==> src/rtl/signal_conflict_monitor.sv <==
// Safety monitor for the traffic controller's light codes. It validates each sample,
// decodes legal codes onto one-hot lamps, and latches a fault with flashing red until acknowledged.
module signal_conflict_monitor #(
  parameter int MIN_YELLOW = 3,
  parameter int MIN_CLEAR  = 2,
  parameter int FLASH_HALF = 4
) (
  input  logic       clk,
  input  logic       clear,
  input  logic [1:0] hwy,
  input  logic [1:0] cntry,
  input  logic       ack,
  output logic [2:0] hwy_lamp,
  output logic [2:0] cntry_lamp,
  output logic       fault,
  output logic [2:0] fault_code
);

  localparam int YW = (MIN_YELLOW > 0) ? $clog2(MIN_YELLOW + 1) : 1;
  localparam int CW = (MIN_CLEAR > 0) ? $clog2(MIN_CLEAR + 1) : 1;
  localparam int FW = (FLASH_HALF > 1) ? $clog2(FLASH_HALF) : 1;

  localparam logic [YW-1:0] YSAT  = YW'(MIN_YELLOW);
  localparam logic [CW-1:0] CSAT  = CW'(MIN_CLEAR);
  localparam logic [FW-1:0] FLAST = FW'(FLASH_HALF - 1);

  localparam logic [1:0] ST_ARM   = 2'd0;
  localparam logic [1:0] ST_RUN   = 2'd1;
  localparam logic [1:0] ST_FAULT = 2'd2;

  localparam logic [1:0] C_RED    = 2'd0;
  localparam logic [1:0] C_YELLOW = 2'd1;
  localparam logic [1:0] C_GREEN  = 2'd2;
  localparam logic [1:0] C_BAD    = 2'd3;

  localparam logic [2:0] FC_NONE      = 3'd0;
  localparam logic [2:0] FC_INVALID   = 3'd1;
  localparam logic [2:0] FC_CONFLICT  = 3'd2;
  localparam logic [2:0] FC_SEQUENCE  = 3'd3;
  localparam logic [2:0] FC_SHORT_Y   = 3'd4;
  localparam logic [2:0] FC_SHORT_CLR = 3'd5;

  localparam logic [2:0] LAMP_RED = 3'b100;

  logic [1:0]    state_q, state_d;
  logic          fault_q, fault_d;
  logic [2:0]    code_q, code_d;
  logic [2:0]    hwy_lamp_q, hwy_lamp_d;
  logic [2:0]    cntry_lamp_q, cntry_lamp_d;
  logic          flash_q, flash_d;
  logic [FW-1:0] fcnt_q, fcnt_d;
  logic [CW-1:0] clr_q, clr_d;

  logic [1:0][1:0] cur;
  logic [1:0][2:0] dec;
  logic [1:0]      bad, nonred, seq_err, short_y, short_c;
  logic            both_red, run, advance;
  logic [2:0]      viol;

  assign cur      = {cntry, hwy};
  assign both_red = ~|nonred;
  assign run      = (state_q == ST_RUN);
  assign advance  = (state_q != ST_FAULT) && (viol == FC_NONE);

  // Per-approach decode, checks and yellow-run counter; index 0 is highway, 1 is country road.
  generate
    for (genvar gi = 0; gi < 2; gi++) begin : g_appr
      logic [1:0]    prev_q;
      logic [YW-1:0] ycnt_q, ycnt_d;

      assign dec[gi] = (cur[gi] == C_YELLOW) ? 3'b010 :
                       (cur[gi] == C_GREEN)  ? 3'b001 : LAMP_RED;

      assign bad[gi]    = (cur[gi] == C_BAD);
      assign nonred[gi] = (cur[gi] != C_RED);

      assign seq_err[gi] = ((prev_q == C_GREEN)  && (cur[gi] == C_RED))    ||
                           ((prev_q == C_YELLOW) && (cur[gi] == C_GREEN))  ||
                           ((prev_q == C_RED)    && (cur[gi] == C_YELLOW));

      assign short_y[gi] = (prev_q == C_YELLOW) && (cur[gi] == C_RED) && (ycnt_q < YSAT);
      assign short_c[gi] = (prev_q == C_RED) && (cur[gi] == C_GREEN) && (clr_q < CSAT);

      assign ycnt_d = (cur[gi] != C_YELLOW) ? '0 :
                      (ycnt_q == YSAT)      ? YSAT : ycnt_q + 1'b1;

      // History only advances on accepted samples; any fault wipes the yellow run.
      always_ff @(posedge clk or posedge clear) begin
        if (clear) begin
          prev_q <= C_RED;
          ycnt_q <= '0;
        end else if (advance) begin
          prev_q <= cur[gi];
          ycnt_q <= ycnt_d;
        end else begin
          ycnt_q <= '0;
        end
      end
    end
  endgenerate

  assign clr_d = !both_red      ? '0 :
                 (clr_q == CSAT) ? CSAT : clr_q + 1'b1;

  // Lowest fault code wins; history-based checks need a valid previous sample, i.e. RUN.
  always_comb begin
    viol = FC_NONE;
    if (|bad)                viol = FC_INVALID;
    else if (&nonred)        viol = FC_CONFLICT;
    else if (run && |seq_err) viol = FC_SEQUENCE;
    else if (run && |short_y) viol = FC_SHORT_Y;
    else if (run && |short_c) viol = FC_SHORT_CLR;
  end

  always_comb begin
    state_d      = state_q;
    fault_d      = fault_q;
    code_d       = code_q;
    flash_d      = flash_q;
    fcnt_d       = fcnt_q;
    hwy_lamp_d   = dec[0];
    cntry_lamp_d = dec[1];
    case (state_q)
      ST_ARM, ST_RUN: begin
        if (viol != FC_NONE) begin
          state_d      = ST_FAULT;
          fault_d      = 1'b1;
          code_d       = viol;
          flash_d      = 1'b1;
          fcnt_d       = '0;
          hwy_lamp_d   = LAMP_RED;
          cntry_lamp_d = LAMP_RED;
        end else begin
          state_d = ST_RUN;
        end
      end
      ST_FAULT: begin
        if (ack && both_red) begin
          state_d      = ST_ARM;
          fault_d      = 1'b0;
          code_d       = FC_NONE;
          flash_d      = 1'b0;
          fcnt_d       = '0;
          hwy_lamp_d   = LAMP_RED;
          cntry_lamp_d = LAMP_RED;
        end else begin
          if (fcnt_q == FLAST) begin
            fcnt_d  = '0;
            flash_d = ~flash_q;
          end else begin
            fcnt_d = fcnt_q + 1'b1;
          end
          hwy_lamp_d   = {flash_d, 2'b00};
          cntry_lamp_d = {flash_d, 2'b00};
        end
      end
      default: begin
        state_d      = ST_ARM;
        fault_d      = 1'b0;
        code_d       = FC_NONE;
        flash_d      = 1'b0;
        fcnt_d       = '0;
        hwy_lamp_d   = LAMP_RED;
        cntry_lamp_d = LAMP_RED;
      end
    endcase
  end

  always_ff @(posedge clk or posedge clear) begin
    if (clear) begin
      state_q      <= ST_ARM;
      fault_q      <= 1'b0;
      code_q       <= FC_NONE;
      flash_q      <= 1'b0;
      fcnt_q       <= '0;
      clr_q        <= '0;
      hwy_lamp_q   <= LAMP_RED;
      cntry_lamp_q <= LAMP_RED;
    end else begin
      state_q      <= state_d;
      fault_q      <= fault_d;
      code_q       <= code_d;
      flash_q      <= flash_d;
      fcnt_q       <= fcnt_d;
      clr_q        <= advance ? clr_d : '0;
      hwy_lamp_q   <= hwy_lamp_d;
      cntry_lamp_q <= cntry_lamp_d;
    end
  end

  assign hwy_lamp   = hwy_lamp_q;
  assign cntry_lamp = cntry_lamp_q;
  assign fault      = fault_q;
  assign fault_code = code_q;

endmodule

==> config.mk <==
export PLATFORM = sky130hd
export DESIGN_NAME = signal_conflict_monitor
export DESIGN_NICKNAME = d
export VERILOG_FILES = /design/src/rtl/signal_conflict_monitor.sv
export SDC_FILE = /design/constraint.sdc
export NUM_CORES = 1
export LEC_CHECK = 0
export BUFFER_PORTS_ARGS = -buffer_cell sky130_fd_sc_hd__buf_4
export CORE_MARGIN = 5
export CORE_UTILIZATION = 25
export CTS_CLUSTER_SIZE = 28
export DETAILED_ROUTE_END_ITERATION = 10
export GPL_TIMING_DRIVEN = 0
export PLACE_DENSITY_LB_ADDON = 0.25
export SLEW_MARGIN = 20
export SYNTH_ARGS = -nofsm -noshare
export SYNTH_HDL_FRONTEND = slang
export SYNTH_SLANG_ARGS = --single-unit
==> constraint.sdc <==
create_clock -name clk -period 3.7 [get_ports clk]
set_input_delay 0.555 -clock clk [delete_from_list [all_inputs] [get_ports clk]]
set_output_delay 0.555 -clock clk [all_outputs]
set_load 0.005 [all_outputs]
==> out/qor.csv, run 1 <==
stage;metric;value;unit
floorplanning;dieArea;6651;um^2
critical_path;worstSetupPathType;in2reg;
timing;finalWorstSetupSlack;1.385;ns
critical_path;cpLargestDelayFamily;simple AND/OR/NAND/NOR gates;
global_routing;grt_use_met1;11.64;%
global_routing;track_usage;9.330;%
global_routing;antenna_found_initial;0;
synthesis;ys.flop_type;dfrtp_1;
layout;fillers;523;
drt;dr.pass1.iters;4;
timing;fin_tns_setup;0;ns
layout;area_growth;19.84;%
power;p_switching;0.0002324;W
floorplanning;start_util;25.38;%
synthesis;yosysUniqueCellTypes;35;
clock_network;root_buffer;clkbuf_8;
clock_network;clkLatencyLatePin;0.27;ns
drt;drt_iter0_markers;86;
drt;finalWirelength;2608;um
synthesis;synth_seq_cells;25;
min_path;hp-class;in2async;
power;power_frac_comb;28.5;%
timing;period_share;62.56;%
synthesis;ys_top_cells_by_area;dfrtp_1, ha_1, dfstp_2, mux2_2, nand2_1;
placed_design;post-place-ws;1.077;ns
timing;setup_viol_count_final;0;
clock_network;clk_pin_slew_worst_paths;0.09;ns
floorplanning;fp-row-count;26;
clock_network;numCtsBuffers;3;
synthesis;synth-edff-count;0;
timing;fmax;432.0;MHz
synthesis;synth_top_area_share;44.97;%
synthesis;syn-cell-area;1280;um^2
critical_path;r2r_cells;6;
critical_path;reg2reg_slack;1.64;ns
global_routing;grt_overflow_total;0;
drt;drc_errors;0;
synthesis;synth_area_per_cell;10.94;um^2
power;peakVddDrop;0.2187;mV
global_routing;grt_util_met3;2.851;%
power;power.share.clock;20.7;%
layout;n_antenna_cell;0;
synthesis;syn_inst;117;
power;switching_share;30.26;%
floorplanning;die_height;81.56;um
timing;holdWs;0.3615;ns
timing;maxSlewHeadroom;41.23;%
critical_path;cp.required;3.86;ns
critical_path;crit_path_start_kind;primary input;
global_routing;gr-usage-met2;15.55;%
drt;via_per_inst;4.377;
clock_network;cts.sinks;25;
power;power_frac_seq;50.8;%
clock_network;post_cts_resized;0;
timing;final_hold_viol_count;0;
drt;postRouteAntennaNets;0;
timing;fin_crit;2.315;ns
clock_network;clockBufferDepth;2;
placed_design;dp_hpwl;2058;um
floorplanning;coreArea;5042;um^2
clock_network;cts_tree;done;
placed_design;numPortBuffers;16;
power;power.density;500.7;nW/um^2
synthesis;ys_seq_area_share;49.07;%
timing;rsz0062_at_grt;false;
critical_path;max_stage_delay;0.42;ns
drt;wire_per_inst;12.60;um
critical_path;r2r_end;g_appr[0].prev_q[0]$_DFFE_PP0P_;
global_routing;grt_max_degree;26;
floorplanning;num_io_pins;17;
power;internal_power;0.0005357;W
flow_run;cap_viol_max_count;0;
timing;worst_pin_slew;0.8761;ns
placed_design;routabilityCongestion;0.8065;
synthesis;ys_warn_count;0;
layout;drive_gt1_share;25.55;%
clock_network;cts_setup_buffers;0;
outcome;status;completed;
clock_network;ctsHoldBuffers;0;
global_routing;grt_pass1_vias;987;
critical_path;crit_chain;buf_4, inv_1, ha_1, nand2_1, o22ai_1, nor3_4, a31oi_2, nor3_4, mux2_2;
layout;nNetsFinal;155;
floorplanning;dieWidth;81.56;um
placed_design;dp.cells;203;
global_routing;grt_first_pass_wirelength;4719;um
critical_path;crit_arrival;2.47;ns
critical_path;reg2reg_from;g_appr[1].prev_q[0]$_DFFE_PP0P_;
critical_path;crit_path_top_delay_cell;nor3_4;
synthesis;syn_nets;134;
timing;drv_slew;0;
timing;clock_skew;0.006292;ns
critical_path;critPathMaxFanout;10;
drt;vias;906;
critical_path;worst-path-buf-inv;2;
critical_path;critPathCaptureType;register;
synthesis;synth_top_area_cell;dfrtp_1;
power;p_leak;0.7369;nW
synthesis;async_reset_ff_share;100.0;%
clock_network;cts-htree-levels;1;
critical_path;path_common_cell;nor3_4;
global_routing;busiest_layer;met2;
layout;final_cells;207;
flip-flops by register name, summed over array words and instances (netlist names):
register       cells
flash_q            1
g_appr.ycnt_q      4
g_appr.prev_q      4
hwy_lamp           3
state_q            2
fault              1
fcnt_q             2
fault_code         3
clr_q              2
cntry_lamp         3
area by class of cell:
| class | count | area [um^2] | share of cell area (%) |
|---|---|---|---|
| Clock buffer | 3 | 41.29 | 2.692 |
| Timing Repair Buffer | 16 | 120.1 | 7.830 |
| Clock inverter | 1 | 5.005 | 0.3263 |
| Sequential cell | 25 | 628.1 | 40.95 |
| Buffer | 2 | 8.758 | 0.5710 |
| Inverter | 9 | 33.78 | 2.202 |
| Multi-Input combinational cell | 81 | 609.3 | 39.72 |
| Tap cell | 70 | 87.58 | 5.710 |
how the worst max path moves through the flow:
| stage | to | cells past startpoint | start | slack [ns] |
|---|---|---|---|---|
| 2_1_floorplan | g_appr[0].prev_q[0]$_DFFE_PP0P_ | 8 | hwy[0] | 1.48 |
| 3_3_place_gp | g_appr[0].prev_q[1]$_DFFE_PP0P_ | 9 | cntry[0] | 1.09 |
| 3_5_place_dp | g_appr[0].prev_q[0]$_DFFE_PP0P_ | 9 | cntry[0] | 1.08 |
| 4_1_cts | g_appr[0].prev_q[0]$_DFFE_PP0P_ | 9 | cntry[0] | 1.37 |
| 5_1_grt | g_appr[0].prev_q[0]$_DFFE_PP0P_ | 9 | cntry[0] | 1.17 |
| 6_report | g_appr[0].prev_q[0]$_DFFE_PP0P_ | 9 | cntry[0] | 1.39 |
synthesized netlist by cell type (2+ instances only):
library cell   n
and4_2         2
nor3b_1        2
inv_1          9
a22o_1         2
dfstp_2        2
o22ai_1        3
nand2_1       10
o21ai_0        3
nor3_1         2
mux2i_1        2
ha_1          10
nor2_1         9
a21oi_1        3
o211a_1        2
and2_1         5
nor3_4         2
dfrtp_1       23
and3_2         2
nand2b_1       2
a211oi_1       4
mux2_2         4
cell usage in the layout, fill, tap and decap left out, drive strengths merged, types with 3 or more instances in the layout:
cell type	instances
a211oi	4
a21oi	3
and2	5
and3	3
buf	17
clkbuf	4
dfrtp	23
ha	10
inv	8
mux2	4
nand2	10
nor2	9
nor3	4
o21ai	3
o22ai	3
metal layers:
layer	wire length, um	vias to the layer above
li1	-	450
met1	1176	437
met2	1262	17
met3	146	2
met4	23	0
met5	0	-
power by group through the flow:
stage	Sequential, W	Combinational [W]	Clock [W]
detailed placement	0.000397	0.000222	0
CTS	0.000391	0.000224	0.000169
global placement	0.000393	0.000217	0
floorplan	0.000387	0.000145	0
finish	0.000390	0.000219	0.000159
global route	0.000399	0.000244	0.000181
kinds of logic after synthesis:
kind of cell	synth area share, %
flops	49.07
xor+xnor	0.6844
fa+ha+maj	9.775
compound gates	12.81
buf+inv	3.323
mux	5.083
simple gates	19.26
through the flow:
step | utilization, % | area, um^2 | total power (W)
2_1_floorplan | - | 1280 | 0.0005322
3_5_place_dp | 29.50 | 1488 | 0.0006190
4_1_cts | 30.42 | 1534 | 0.0007838
5_1_grt | 30.42 | 1534 | 0.0008235
6_report | 30.42 | 1534 | 0.0007681
3_3_place_gp | 29.50 | 1488 | 0.0006103
Note: power is estimated with default switching activity, not from simulation.
==> inputs of run 2 (changes only) <==
==> constraint.sdc (replaced) <==
create_clock -name clk -period 2 [get_ports clk]
set_input_delay 0.3 -clock clk [delete_from_list [all_inputs] [get_ports clk]]
set_output_delay 0.3 -clock clk [all_outputs]
set_load 0.005 [all_outputs]
==> run 2 against run 1 <==
Effect of this change: die area did not move; worst hold slack worse by 0.26 ns; worst setup slack lost 1.3 ns; final cell count up 1.4%; wire length increased by 2.2%; power up 89%; sequential share of layout area fell by 1.3 points; combinational power is 97% higher; count of clock-buffer cells in the layout unchanged; first-iteration DRC count is 2.3% higher; global-route usage up 0.14 points; largest cell class unchanged; largest power group unchanged.
==> out/qor.csv, run 2 (synthesis results as in run 1) <==
stage;metric;value;unit
critical_path;reg2reg_from;g_appr[0].prev_q[0]$_DFFE_PP0P_;
power;power.density;913.6;nW/um^2
critical_path;crit_arrival;2.03;ns
drt;drt_iter0_markers;88;
critical_path;reg2reg_slack;0.14;ns
layout;layout_common_cells;dfrtp_1, buf_4, nand2_1, nor2_1;
critical_path;max_stage_delay;0.30;ns
clock_network;root_buffer;clkbuf_8;
timing;holdWs;0.1041;ns
critical_path;cp.required;2.15;ns
min_path;hp-class;in2async;
drt;via_per_inst;4.457;
timing;fin_crit;1.875;ns
layout;layout_commonest_cell;dfrtp_1;
critical_path;critPathCaptureType;register;
placed_design;routabilityCongestion;0.8065;
drt;finalWirelength;2666;um
floorplanning;dieArea;6651;um^2
timing;fmax;533.3;MHz
clock_network;cts.sinks;25;
drt;wire_per_inst;12.70;um
global_routing;grt_overflow_total;0;
timing;drv_slew;0;
placed_design;place_area;1488;um^2
critical_path;crit_chain;buf_4, inv_1, ha_2, nand2_1, a211oi_1, nor2_1, a31oi_4, nor2_1, buf_2, a22o_1;
global_routing;antenna_found_initial;0;
timing;worst_pin_slew;0.8689;ns
placed_design;numPortBuffers;16;
timing;final_hold_viol_count;0;
drt;dr.pass1.iters;4;
floorplanning;coreArea;5042;um^2
layout;nNetsFinal;158;
clock_network;ctsHoldBuffers;0;
global_routing;grt_max_degree;26;
layout;top_regs;g_appr.prev_q (4), g_appr.ycnt_q (4);
floorplanning;fp-row-count;26;
critical_path;r2r_cells;7;
layout;n_antenna_cell;0;
drt;vias;936;
critical_path;critPathMaxFanout;10;
critical_path;r2r_end;g_appr[0].prev_q[0]$_DFFE_PP0P_;
drt;drc_errors;0;
floorplanning;dieWidth;81.56;um
clock_network;cts_tree;done;
critical_path;path_common_cell;nor2_1;
critical_path;crit_path_top_delay_cell;a211oi_1;
drt;postRouteAntennaNets;0;
layout;area_growth;24.14;%
layout;drive_gt1_share;30.00;%
layout;finish.instance_area;1589;um^2
clock_network;cts-htree-levels;1;
clock_network;clk_pin_slew_worst_paths;0.09;ns
floorplanning;num_io_pins;17;
global_routing;grt_first_pass_wirelength;4795;um
timing;setup_viol_count_final;0;
floorplanning;die_height;81.56;um
outcome;status;completed;
global_routing;grt_pass1_vias;1003;
power;peakVddDrop;0.4001;mV
clock_network;clkLatencyLatePin;0.27;ns
timing;period_share;93.75;%
flow_run;cap_viol_max_count;0;
timing;rsz0062_at_grt;false;
global_routing;track_usage;9.469;%
placed_design;dp_hpwl;2058;um
clock_network;clockBufferDepth;2;
timing;clock_skew;0.006779;ns
critical_path;crit_path_start_kind;primary input;
power;p_leak;0.7541;nW
timing;maxSlewHeadroom;41.71;%
critical_path;worstSetupPathType;in2reg;
floorplanning;start_util;25.38;%
clock_network;numCtsBuffers;3;
## run 2: area by class of cell
| class | instances | area (um^2) |
|---|---|---|
| sequential | 25 | 629.4 |
| fill | 522 | 3453 |
| clock buffer | 3 | 41.29 |
| multi-input combinational | 81 | 628.1 |
| inverter | 9 | 33.78 |
| clock inverter | 1 | 5.005 |
| tap | 70 | 87.58 |
| buffer | 2 | 8.758 |
| timing repair buffer | 19 | 155.1 |
## run 2: critical path: cells and delay by family
family                   cells  cell delay [ns]
AO/OA/AOI/OAI                3             0.78
buffers and inverters        3             0.37
AND/OR/NAND/NOR              3             0.31
adder cells (fa/ha/maj)      1             0.25
## run 2: what timing repair did
action | 4_1_cts | 5_1_grt
setup endpoints to repair | 5 | 16
gates resized for setup | 1 | 5
pin swaps | 1 | 1
hold endpoints to repair | 0 | 0
setup buffers | 2 | 1
## run 2: per-layer routing
layer / GRT usage (%) / share of wire, % / up-vias
li1: - / - / 458
met1: 11.71 / 46 / 456
met2: 15.96 / 48 / 20
met3: 2.851 / 5.2 / 2
met4: 2.534 / 0.86 / 0
met5: 0 / 0 / -
## run 2: report_power, final
group	switching [W]	internal [W]
Combinational	0.000196	0.000236
Sequential	0.0000921	0.000632
Clock	0.000156	0.000139
Total	0.000444	0.00101
## run 2: how the worst max path moves through the flow
stage,from,endpoint,slack [ns],cells after the start
after floorplan,hwy[0],g_appr[0].prev_q[0]$_DFFE_PP0P_,0.03,8
after global placement,cntry[0],g_appr[0].prev_q[1]$_DFFE_PP0P_,-0.36,9
after detailed placement,cntry[0],g_appr[0].prev_q[0]$_DFFE_PP0P_,-0.37,9
after CTS,hwy[1],fcnt_q[0]$_DFFE_PP0N_,0.02,10
after global routing,hwy[1],fcnt_q[0]$_DFFE_PP0N_,0.03,10
final,hwy[1],fcnt_q[0]$_DFFE_PP0N_,0.13,10
## run 2: stage by stage
stage	worst slack [ns]	total power [W]	setup TNS [ns]	cells	util [%]
finish	0.1251	0.001452	0	210	31.51
global route	0.02562	0.001551	0	210	31.51
CTS	0.02442	0.001453	0	209	31.02
detailed placement	-0.3676	0.001145	-4.587	203	29.50
global placement	-0.3552	0.001129	-5.090	203	29.50
floorplan	0.03203	0.0009845	0	117	-
